File: src/rtl/window_sched_pkg.sv
// Shared types and constants for the 3x3 convolution window sequencer.
package conv_pkg;

    typedef enum logic [1:0] {
        IDLE  = 2'd0,
        RUN   = 2'd1,
        DRAIN = 2'd2
    } sched_state_t;

    // Latency of the adder9x datapath from calc strobe to result.
    localparam int ADDER9X_LAT = 4;

endpackage

File: src/rtl/window_sched_if.sv
// Pixel-in / result-out handshake bundle plus the datapath control strobes.
interface window_sched_if #(
    parameter int CW = 10,
    parameter int RW = 9
);
    logic          pix_valid;
    logic          pix_ready;
    logic          win_en;
    logic          pipe_en;
    logic          calc_valid;
    logic          res_valid;
    logic          res_ready;
    logic [CW-1:0] col;
    logic [RW-1:0] row;

    // Scheduler side.
    modport slave (
        input  pix_valid, res_ready,
        output pix_ready, win_en, pipe_en, calc_valid, res_valid, col, row
    );

    // Pixel source / result consumer side.
    modport master (
        output pix_valid, res_ready,
        input  pix_ready, win_en, pipe_en, calc_valid, res_valid, col, row
    );
endinterface

File: src/rtl/window_sched_valid_pipe.sv
// Enabled valid shift register tracking windows in flight through the datapath.
module valid_pipe #(
    parameter int DEPTH = 4
) (
    input  logic clk,
    input  logic rst_n,
    input  logic en,
    input  logic in_vld,
    output logic tail,
    output logic any
);
    logic [DEPTH-1:0] vpipe_q, vpipe_d, shifted;

    if (DEPTH == 1) begin : g_d1
        assign shifted = in_vld;
    end else begin : g_dn
        assign shifted = {vpipe_q[DEPTH-2:0], in_vld};
    end

    // Shift only when the datapath advances; hold otherwise.
    always_comb begin
        vpipe_d = vpipe_q;
        if (en) vpipe_d = shifted;
    end

    // Valid pipe register, cleared asynchronously.
    always_ff @(posedge clk or negedge rst_n) begin
        if (!rst_n) vpipe_q <= '0;
        else        vpipe_q <= vpipe_d;
    end

    assign tail = vpipe_q[DEPTH-1];
    assign any  = |vpipe_q;
endmodule

File: src/rtl/window_sched.sv
// Raster scan sequencer for the 3x3 convolution datapath: accepts pixels,
// strobes complete windows into the adder pipe and drains it at frame end.
// Optional WINDOW_SCHED_STATS_EN adds res_cnt / stall_cnt frame statistics.
module window_sched
    import conv_pkg::*;
#(
    parameter int IMG_W    = 640,
    parameter int IMG_H    = 480,
    parameter int PIPE_LAT = ADDER9X_LAT,
    parameter int CW       = 10,
    parameter int RW       = 9
) (
    input  logic         clk,
    input  logic         rst,
    input  logic         start,
    output logic         busy,
    output logic         done,
`ifdef WINDOW_SCHED_STATS_EN
    output logic [31:0]  res_cnt,
    output logic [31:0]  stall_cnt,
`endif
    window_sched_if.slave sif
);
    localparam logic [CW-1:0] COL_LAST = CW'(IMG_W - 1);
    localparam logic [RW-1:0] ROW_LAST = RW'(IMG_H - 1);

    sched_state_t  state_q, state_d;
    logic [CW-1:0] col_q, col_d;
    logic [RW-1:0] row_q, row_d;
    logic          pipe_en, pix_ready, transfer, calc_valid, res_valid, any_valid;

    // A held tail result freezes the whole datapath and the pixel source.
    assign pipe_en    = ~res_valid | sif.res_ready;
    assign pix_ready  = (state_q == RUN) & pipe_en;
    assign transfer   = sif.pix_valid & pix_ready;
    // Border windows are dropped: only rows/cols >= 2 hold a full 3x3 window.
    assign calc_valid = transfer & (row_q >= RW'(2)) & (col_q >= CW'(2));

    valid_pipe #(.DEPTH(PIPE_LAT)) u_vpipe (
        .clk    (clk),
        .rst_n  (rst),
        .en     (pipe_en),
        .in_vld (calc_valid),
        .tail   (res_valid),
        .any    (any_valid)
    );

    // Next-state: raster counters advance on transfers, drain waits for empty pipe.
    always_comb begin
        state_d = state_q;
        col_d   = col_q;
        row_d   = row_q;
        done    = 1'b0;
        case (state_q)
            IDLE: begin
                if (start) begin
                    state_d = RUN;
                    col_d   = '0;
                    row_d   = '0;
                end
            end
            RUN: begin
                if (transfer) begin
                    if (col_q == COL_LAST) begin
                        col_d = '0;
                        if (row_q == ROW_LAST) begin
                            row_d   = '0;
                            state_d = DRAIN;
                        end else begin
                            row_d = row_q + 1'b1;
                        end
                    end else begin
                        col_d = col_q + 1'b1;
                    end
                end
            end
            DRAIN: begin
                if (!any_valid) begin
                    state_d = IDLE;
                    done    = 1'b1;
                end
            end
            default: state_d = IDLE;
        endcase
    end

    // State and raster counter registers.
    always_ff @(posedge clk or negedge rst) begin
        if (!rst) begin
            state_q <= IDLE;
            col_q   <= '0;
            row_q   <= '0;
        end else begin
            state_q <= state_d;
            col_q   <= col_d;
            row_q   <= row_d;
        end
    end

    assign busy           = (state_q != IDLE);
    assign sif.pix_ready  = pix_ready;
    assign sif.win_en     = transfer;
    assign sif.pipe_en    = pipe_en;
    assign sif.calc_valid = calc_valid;
    assign sif.res_valid  = res_valid;
    assign sif.col        = col_q;
    assign sif.row        = row_q;

`ifdef WINDOW_SCHED_STATS_EN
    logic [31:0] res_cnt_q, res_cnt_d, stall_cnt_q, stall_cnt_d;

    // Saturating per-frame handoff and stall counters, cleared when a frame starts.
    always_comb begin
        res_cnt_d   = res_cnt_q;
        stall_cnt_d = stall_cnt_q;
        if (state_q == IDLE && start) begin
            res_cnt_d   = '0;
            stall_cnt_d = '0;
        end else begin
            if (res_valid && sif.res_ready && res_cnt_q != '1)
                res_cnt_d = res_cnt_q + 32'd1;
            if (res_valid && !sif.res_ready && stall_cnt_q != '1)
                stall_cnt_d = stall_cnt_q + 32'd1;
        end
    end

    // Statistics registers.
    always_ff @(posedge clk or negedge rst) begin
        if (!rst) begin
            res_cnt_q   <= '0;
            stall_cnt_q <= '0;
        end else begin
            res_cnt_q   <= res_cnt_d;
            stall_cnt_q <= stall_cnt_d;
        end
    end

    assign res_cnt   = res_cnt_q;
    assign stall_cnt = stall_cnt_q;
`endif
endmodule

File: src/flat_wrapper.sv
// flat-port wrapper written by rule: the top's interface ports become plain ports
module window_sched_flat import conv_pkg::*;
#(
    parameter int IMG_W    = 640,
    parameter int IMG_H    = 480,
    parameter int PIPE_LAT = ADDER9X_LAT,
    parameter int CW       = 10,
    parameter int RW       = 9
)
  (clk, rst, start, busy, done, sif_pix_valid, sif_res_ready, sif_pix_ready, sif_win_en, sif_pipe_en, sif_calc_valid, sif_res_valid, sif_col, sif_row);
  window_sched_if #(.CW(CW), .RW(RW)) sif_i ();
  input  logic clk;
  input  logic rst;
  input  logic start;
  output logic busy;
  output logic done;
  input wire logic [$bits(sif_i.pix_valid)-1:0] sif_pix_valid;
  input wire logic [$bits(sif_i.res_ready)-1:0] sif_res_ready;
  output wire logic [$bits(sif_i.pix_ready)-1:0] sif_pix_ready;
  output wire logic [$bits(sif_i.win_en)-1:0] sif_win_en;
  output wire logic [$bits(sif_i.pipe_en)-1:0] sif_pipe_en;
  output wire logic [$bits(sif_i.calc_valid)-1:0] sif_calc_valid;
  output wire logic [$bits(sif_i.res_valid)-1:0] sif_res_valid;
  output wire logic [$bits(sif_i.col)-1:0] sif_col;
  output wire logic [$bits(sif_i.row)-1:0] sif_row;
  assign sif_i.pix_valid = sif_pix_valid;
  assign sif_i.res_ready = sif_res_ready;
  assign sif_pix_ready = sif_i.pix_ready;
  assign sif_win_en = sif_i.win_en;
  assign sif_pipe_en = sif_i.pipe_en;
  assign sif_calc_valid = sif_i.calc_valid;
  assign sif_res_valid = sif_i.res_valid;
  assign sif_col = sif_i.col;
  assign sif_row = sif_i.row;
  window_sched #(.IMG_W(IMG_W), .IMG_H(IMG_H), .PIPE_LAT(PIPE_LAT), .CW(CW), .RW(RW)) u_core (.clk(clk), .rst(rst), .start(start), .busy(busy), .done(done), .sif(sif_i));
endmodule
File: config.mk
export PLATFORM = sky130hd
export DESIGN_NAME = window_sched_flat
export DESIGN_NICKNAME = d
export VERILOG_FILES = /design/src/rtl/window_sched_pkg.sv /design/src/rtl/window_sched_if.sv /design/src/rtl/window_sched_valid_pipe.sv /design/src/rtl/window_sched.sv /design/src/flat_wrapper.sv
export SDC_FILE = /design/constraint.sdc
export NUM_CORES = 1
export LEC_CHECK = 0
export CAP_MARGIN = 20
export CORE_MARGIN = 2
export CORE_UTILIZATION = 50
export DETAILED_ROUTE_END_ITERATION = 12
export MAX_ROUTING_LAYER = met4
export PLACE_DENSITY_LB_ADDON = 0.1
export SYNTH_ARGS = -nofsm -noshare
export SYNTH_HDL_FRONTEND = slang
export SYNTH_SLANG_ARGS = --single-unit
File: constraint.sdc
create_clock -name clk -period 1.9 [get_ports clk]
set_input_delay 0.285 -clock clk [delete_from_list [all_inputs] [get_ports clk]]
set_output_delay 0.285 -clock clk [all_outputs]
set_load 0.05 [all_outputs]
Yosys cells after proc, flatten, opt, wreduce, memory -nomap -nowiden --
Cells that the tools add are included. Widths: inputs -> output; s select.
Storage, ports and cells: input bits 5, register bits after elaboration 25, logic and storage cells 47, output and inout port bits 26
Cells by class: add/sub/neg operators 2, $lt $le $gt $ge 2, reduce and logical (&&, ||, !) cells 7, equal/unequal tests 9, mux-type cells 17, bitwise logic cells 6
Operators by type and width (count):
- $mux 9 | 4
- $mux 10 | 3
- $pmux 10 s2 | 1
- $pmux 9 s2 | 1
- $add 10x1->10 const B | 1
- $eq 10x10->1 const B | 1
- $ge 10x2->1 const B | 1
- $mux 2 | 5
- $add 9x1->9 const B | 1
- $eq 9x9->1 const B | 1
- $ge 9x2->1 const B | 1
- $ne 2x2->1 const B | 4
- $pmux 2 s3 | 1
- $reduce_and 5->1 | 1
- $and 1x1->1 | 4
- $reduce_and 4->1 | 1
- $reduce_bool 2->1 | 2
- $reduce_or 4->1 | 1
- $reduce_and 3->1 | 1
- $eq 2x1->1 const B | 1
- $eq 2x2->1 const B | 1
- $logic_not 2->1 | 1
- $mux 1 | 2
- $ne 2x1->1 const B | 1
- other kinds (2) | 2

Longest topological paths before layout --
Gate-level depths: netlist of run 1.
word-level depth 6, gate-level depth with buffers 8, mapped depth without buffers 6

Hierarchy --
A second synthesis of run 1 with hierarchy kept.
Second synthesis, totals: cells, all modules 162, area total of the unflattened synthesis 1565.3 um2
Modules (own cells, without submodules):
- window_sched | sequential area each 525.5 um2, area each 1412.6 um2, cells each 153, instances 1
- valid_pipe | sequential area each 100.1 um2, area each 152.6 um2, cells each 9, instances 1

Least setup slack after synthesis of run 1 --
No wires, ideal clock.
path type reg2out, start register u_core.u_vpipe.vpipe_q[3], end output done, data arrival time 2.320 ns, buffers on the path 0, cell stages (with the launch flop) 3, path slack -0.705 ns, required time 1.615 ns, path through dfrtp_1 or4_1 nor3b_1
Between the ends: longest elaborated chain between the ends 3
RTL lines:
- start: declaration | RTL line window_sched_valid_pipe.sv:12 | logic [DEPTH-1:0] vpipe_q, vpipe_d, shifted;
- start signal: assignment | RTL line window_sched_valid_pipe.sv:29 | else vpipe_q <= vpipe_d;
- $reduce_or 4->1 | RTL line window_sched_valid_pipe.sv:33 | assign any = |vpipe_q;
- $mux 1 | RTL line window_sched.sv:78 | if (!any_valid) begin
- $mux 1 | RTL line window_sched.sv:54 | case (state_q)
- end: declaration | RTL line flat_wrapper.sv:16 | output logic done;
No other way between the ends.

Worst setup path in the final report of run 1 --
start register u_core.u_vpipe.vpipe_q[2], end output done
The elaborated chain is that of the path after synthesis.

==> out/results.tsv, run 1 <==
metric	value	unit
finalWirelength	3.54	mm
synth-seq-cells	25	
status	finished with violations	
slew_headroom	0.665	
place_congestion	0.933	
max-cap-violations	0	
synth_cells	155	
routedWlPerCell	15.2	µm
peakVddDrop	0.918	mV
grt_pass1_wl	5.72	mm
layout-drive-gt1-share	0.302	
rsz0062_at_grt	true	
dieHeight	58.1	µm
rows	19	
wl_met1	1.59	mm
max_slew.worst_pin.slew	0.502	ns
timing.final.ws_setup	-0.0676	ns
final_cell_area	0.00202	mm²
critPathRequiredTime	1.62	ns
insertedDiodeCount	0	
timing.fmax	508	MHz
worstPathCellList	or4_4 -> nor3b_4 -> buf_12	
failed_checks	negative setup slack	
fin_crit_sh	1.04	
p_leak	0.953	nW
routed-wl-met2	1.66	mm
die_x	58.1	µm
post_dp_cell_area	0.00192	mm²
synth_compound_area_frac	0.127	
synth_warnings	0	
ys_types	41	
synthMuxAreaShare	0.0256	
tritoncts	yes	
drt_iter0_markers	35	
criticalPathCategory	flip-flop to output pin	
path_delay_family	simple AND/OR/NAND/NOR gates	
synth_xor_area_frac	0.0419	
power.density	1020	mW/mm²
cts_htree_levels	1	
postRouteAntennaNets	0	
tns	-0.135	ns
die_area	0.00338	mm²
synth-edff-count	0	
ioPinCount	31	
cts_buffers	3	
postSynthAreaPerCell	9.44	µm²
cts_root_buf	clkbuf_4	
clk_path_buf_depth	2	
cp-start-kind	flip-flop	
ys_seq_area_frac	0.427	
synth_area	0.00146	mm²
grt_pass1_vias	1286	
layout.nets	212	
met3RoutedLength	190	µm
synth_adder_area_share	0.0342	
critPathBufInv	1	
cp_max_fo	3	
critPathMaxStageDelay	0.56	ns
skew	0.0112	ns
antenna_found_initial	0	
grtUsageTotal	0.230	
hpwl	2.55	mm
hold_viol	0	
hold_buffers	0	
crit_arrival	1.68	ns
synth_top_flop_cell	dfrtp_1	
synth_top_family_by_area	simple AND/OR/NAND/NOR gates	
syn_to_final_growth	38.2	%
synth_fp_nets	164	
overflow	0	
numClockSinks	25	
coreArea	0.00276	mm²
num_vias	1369	
vias_per_cell	5.88	
slowest_stage	or4_4	
slew_violations	0	
drc	0	
highest_layer	met4	
fillers	191	
setup_violations	2	
fin_crit	1.97	ns
dr.pass1.iters	4	
synthArstFlopShare	1.00	
io_buffers	30	
clk_pin_slew	0.14	ns
insertion_delay	0.34	ns
crit_path_end_kind	output pin	
hold_class	input port to asynchronous set/reset pin	
grt_max_degree	26	
post-place-ws	-0.000545	ns
yosys.area_share.simple	0.295	
initial_utilization	0.531	
## final timing paths
path                       slack (ns)  cells after the start                      start                   endpoint
setup reg to reg                 0.12                      6          u_core.sif.col[0]          u_core.sif.row[1]
max in group asynchronous        1.35                      2                        rst  u_core.u_vpipe.vpipe_q[3]
min in group clk                 0.50                      1  u_core.u_vpipe.vpipe_q[2]  u_core.u_vpipe.vpipe_q[3]
hold reg to reg                  0.50                      1  u_core.u_vpipe.vpipe_q[2]  u_core.u_vpipe.vpipe_q[3]
hold / removal                   0.29                      2                        rst          u_core.sif.col[0]
setup / recovery                -0.07                      3  u_core.u_vpipe.vpipe_q[2]                       done
## where the power goes
part           switching [mW]  internal [mW]
registers               0.132          0.640
clock network           0.167         0.0793
logic                   0.622          0.427
## Yosys cell counts, drive strengths merged, types with 2 or more instances
cell	number	area share
nand3	11	0.038
dfrtp	25	0.43
a21oi	6	0.028
and2	3	0.014
nor2	20	0.051
and4	3	0.018
nor4	8	0.034
inv	6	0.015
nand4	4	0.027
ha	4	0.034
or4	2	0.010
nand2b	2	0.0085
o21a	2	0.010
a31oi	7	0.040
buf	4	0.031
nor3	5	0.017
xnor2	7	0.042
nand2	12	0.031
or2	2	0.0086
o21ai	6	0.021
mux2	3	0.026
## layout by cell type (no fill, tap or decap), drive strengths merged, types with 2 or more instances in the layout
cell type / instances
inv: 5
o21ai: 6
nand4: 4
or4: 2
nor3: 5
and4: 3
nand3: 11
a31oi: 7
or2: 2
buf: 32
clkbuf: 3
mux2: 3
xnor2: 7
nand2: 12
clkdlybuf4s50: 6
and2: 3
nor2: 20
dlygate4sd2: 6
a21oi: 6
dfrtp: 25
dlymetal6s2s: 4
ha: 4
nand2b: 2
o21a: 2
nor4: 8
## cell type report
class / instances / area, µm² / share of cell area
tap: 31 / 38.8 / 0.0192
inverter: 6 / 26.3 / 0.0130
clock buffer: 3 / 22.5 / 0.0111
timing repair buffer: 48 / 469 / 0.232
sequential: 25 / 633 / 0.313
clock inverter: 1 / 5.00 / 0.00247
multi-input combinational: 119 / 828 / 0.409
## sequential cells by signal, summed over array words and instances, names as in the netlist
| signal | cells |
|---|---|
| u_core.sif.col | 10 |
| u_core.sif.row | 9 |
| u_core.u_vpipe.vpipe_q | 4 |
| u_core.state_q | 2 |
## what timing repair did
action,4_1_cts,5_1_grt
setup endpoints to repair,8,13
buffers inserted,3,1
pin swaps,3,2
gates resized for setup,10,9
## metal layers
| layer | track usage | vias up |
|---|---|---|
| li1 | - | 656 |
| met1 | 0.304 | 650 |
| met2 | 0.359 | 54 |
| met3 | 0.0201 | 9 |
| met4 | 0.110 | 0 |
| met5 | - | - |
## through the flow
step / hold slack [ns] / cells / utilization / power (mW)
2_1_floorplan: -0.0106 / 155 / - / 1.37
3_3_place_gp: 0.448 / 225 / 0.696 / 1.72
3_5_place_dp: 0.462 / 225 / 0.696 / 1.74
4_1_cts: 0.298 / 232 / 0.717 / 2.03
5_1_grt: 0.329 / 233 / 0.734 / 2.16
6_report: 0.291 / 233 / 0.734 / 2.07
## cell families (layout without fill, tap and decap cells)
family,count (synthesis),after routing
compound gates,26,26
fa+ha+maj,4,4
xor+xnor,7,7
buf+inv,11,58
flops,25,25
mux,3,3
simple gates,79,79
Note: power is estimated with default switching activity, not from simulation.
==> run 2: changes to the inputs <==
Settings changed: SLEW_MARGIN from default to 20, TNS_END_PERCENT from default to 1.
==> run 2 against run 1 <==
First-iteration DRC count down 29%; the flow still finishes with violations (negative setup slack); count of clock-buffer cells in the layout stayed put; sequential share of layout area increased by 0.55 points; combinational power hardly changed; critical path type unchanged; wire length shrank 4.3%; flip-flop and latch count is the same; total power is 2.9% lower; hold slack improved by 0.033 ns; non-clock buffer count shrank 2; die area stayed put; clock skew fell by 0.0020 ns; cell count fell by 0.86%.
==> out/results.tsv, run 2 (same netlist as run 1, synthesis figures left out) <==
metric	value	unit
drt_iter0_markers	25	
hold_class	input port to asynchronous set/reset pin	
finalWirelength	3.39	mm
r2r_start	u_core.sif.row[1]	
slew_headroom	0.665	
postRouteAntennaNets	0	
rsz0062_at_grt	true	
dr.pass1.iters	4	
hold_viol	0	
highest_layer	met4	
wl_met1	1.68	mm
crit_arrival	1.69	ns
max_slew.worst_pin.slew	0.501	ns
grt_pass1_vias	1238	
fin_crit_sh	1.04	
slew_violations	0	
cts_htree_levels	1	
mostFrequentLayoutCells	buf_4 (24), nor2_1 (20), dfrtp_1 (20)	
failed_checks	negative setup slack	
final_core_util	0.720	
cts_buffers	3	
regArea	632	µm²
clk_pin_slew	0.14	ns
timing.fmax	508	MHz
coreArea	0.00276	mm²
io_buffers	30	
grt_max_degree	26	
clk_path_buf_depth	2	
largest_reg_flops	10	
fin_cells	231	
cp_max_fo	2	
dieHeight	58.1	µm
drc	0	
die_area	0.00338	mm²
p_leak	0.960	nW
timing.final.ws_setup	-0.0701	ns
insertedDiodeCount	0	
place_inst	224	
numClockSinks	25	
rr_worst_depth	5	
multi_input_area	805	µm²
r2r_end	u_core.sif.row[2]	
reg2reg_setup_slack	0.14	ns
grt_pass1_wl	5.69	mm
antenna_found_initial	0	
layout.nets	210	
fillers	220	
power.density	1010	mW/mm²
setup_violations	2	
hpwl	2.50	mm
vias_per_cell	5.70	
cts_root_buf	clkbuf_4	
ioPinCount	31	
rows	19	
syn_to_final_growth	35.6	%
initial_utilization	0.531	
cp-start-kind	flip-flop	
insertion_delay	0.32	ns
fin_crit	1.97	ns
max-cap-violations	0	
crit_path_end_kind	output pin	
grtUsageTotal	0.224	
die_x	58.1	µm
routed-wl-met2	1.54	mm
status	finished with violations	
critPathRequiredTime	1.62	ns
met3RoutedLength	107	µm
layout-drive-gt1-share	0.275	
overflow	0	
mostFrequentLayoutCell	buf_4	
routedWlPerCell	14.7	µm
skew	0.00922	ns
tritoncts	yes	
place_congestion	0.854	
num_vias	1316	
criticalPathCategory	flip-flop to output pin	
peakVddDrop	0.932	mV
-- run 2: repair_timing --
| action | 4_1_cts | 5_1_grt |
|---|---|---|
| resized for setup | 10 | 7 |
| pin swaps | 1 | 3 |
| setup endpoints to repair | 8 | 8 |
| buffers inserted | 2 | 1 |
| hold buffers | 0 | 0 |
| gates cloned | 0 | 0 |
-- run 2: cell type report --
cell class              count  area share
clock buffers               3      0.0113
clock inverters             1     0.00252
inverters                   6      0.0132
multi-input cells         119       0.405
flip-flops and latches     25       0.318
well taps                  31      0.0195
repair buffers             46       0.230
-- run 2: critical path, cell delays in order (launching register included) --
cell     delay [ns]
dfrtp_1        0.41
or4_4          0.56
nor3b_4        0.24
buf_12         0.16
-- run 2: how the worst max path moves through the flow --
stage	startpoint	to	slack, ns	cells after the start
floorplan	u_core.sif.col[0]	u_core.sif.row[1]	-0.08	5
global placement	sif_res_ready	u_core.sif.row[7]	-0.02	7
detailed placement	sif_res_ready	u_core.sif.row[7]	-0.04	7
CTS	u_core.u_vpipe.vpipe_q[3]	done	-0.09	3
global route	u_core.u_vpipe.vpipe_q[2]	done	-0.12	3
finish	u_core.u_vpipe.vpipe_q[2]	done	-0.07	3
-- run 2: report_power, final --
group	switching, mW	leakage (nW)	internal (mW)	total (mW)
clock	0.156	0.0177	0.0787	0.235
combinational	0.605	0.626	0.415	1.02
sequential	0.114	0.316	0.638	0.752
-- run 2: per-layer routing --
metal,global-route usage,up-vias
met1,0.310,620
met2,0.338,35
met3,0.0290,9
li1,-,652
met5,-,-
met4,0.0797,0
-- run 2: stage by stage --
step	hold slack, ns	power (mW)	setup slack, ns	cell area, µm²	TNS (ns)
detailed placement	0.475	1.71	-0.0417	1900	-0.0953
global route	0.345	2.11	-0.125	1980	-0.234
CTS	0.331	2.00	-0.0913	1950	-0.131
floorplan	-0.0106	1.36	-0.0750	1490	-0.215
finish	0.324	2.01	-0.0701	1980	-0.102
global placement	0.459	1.70	-0.0200	1900	-0.0363
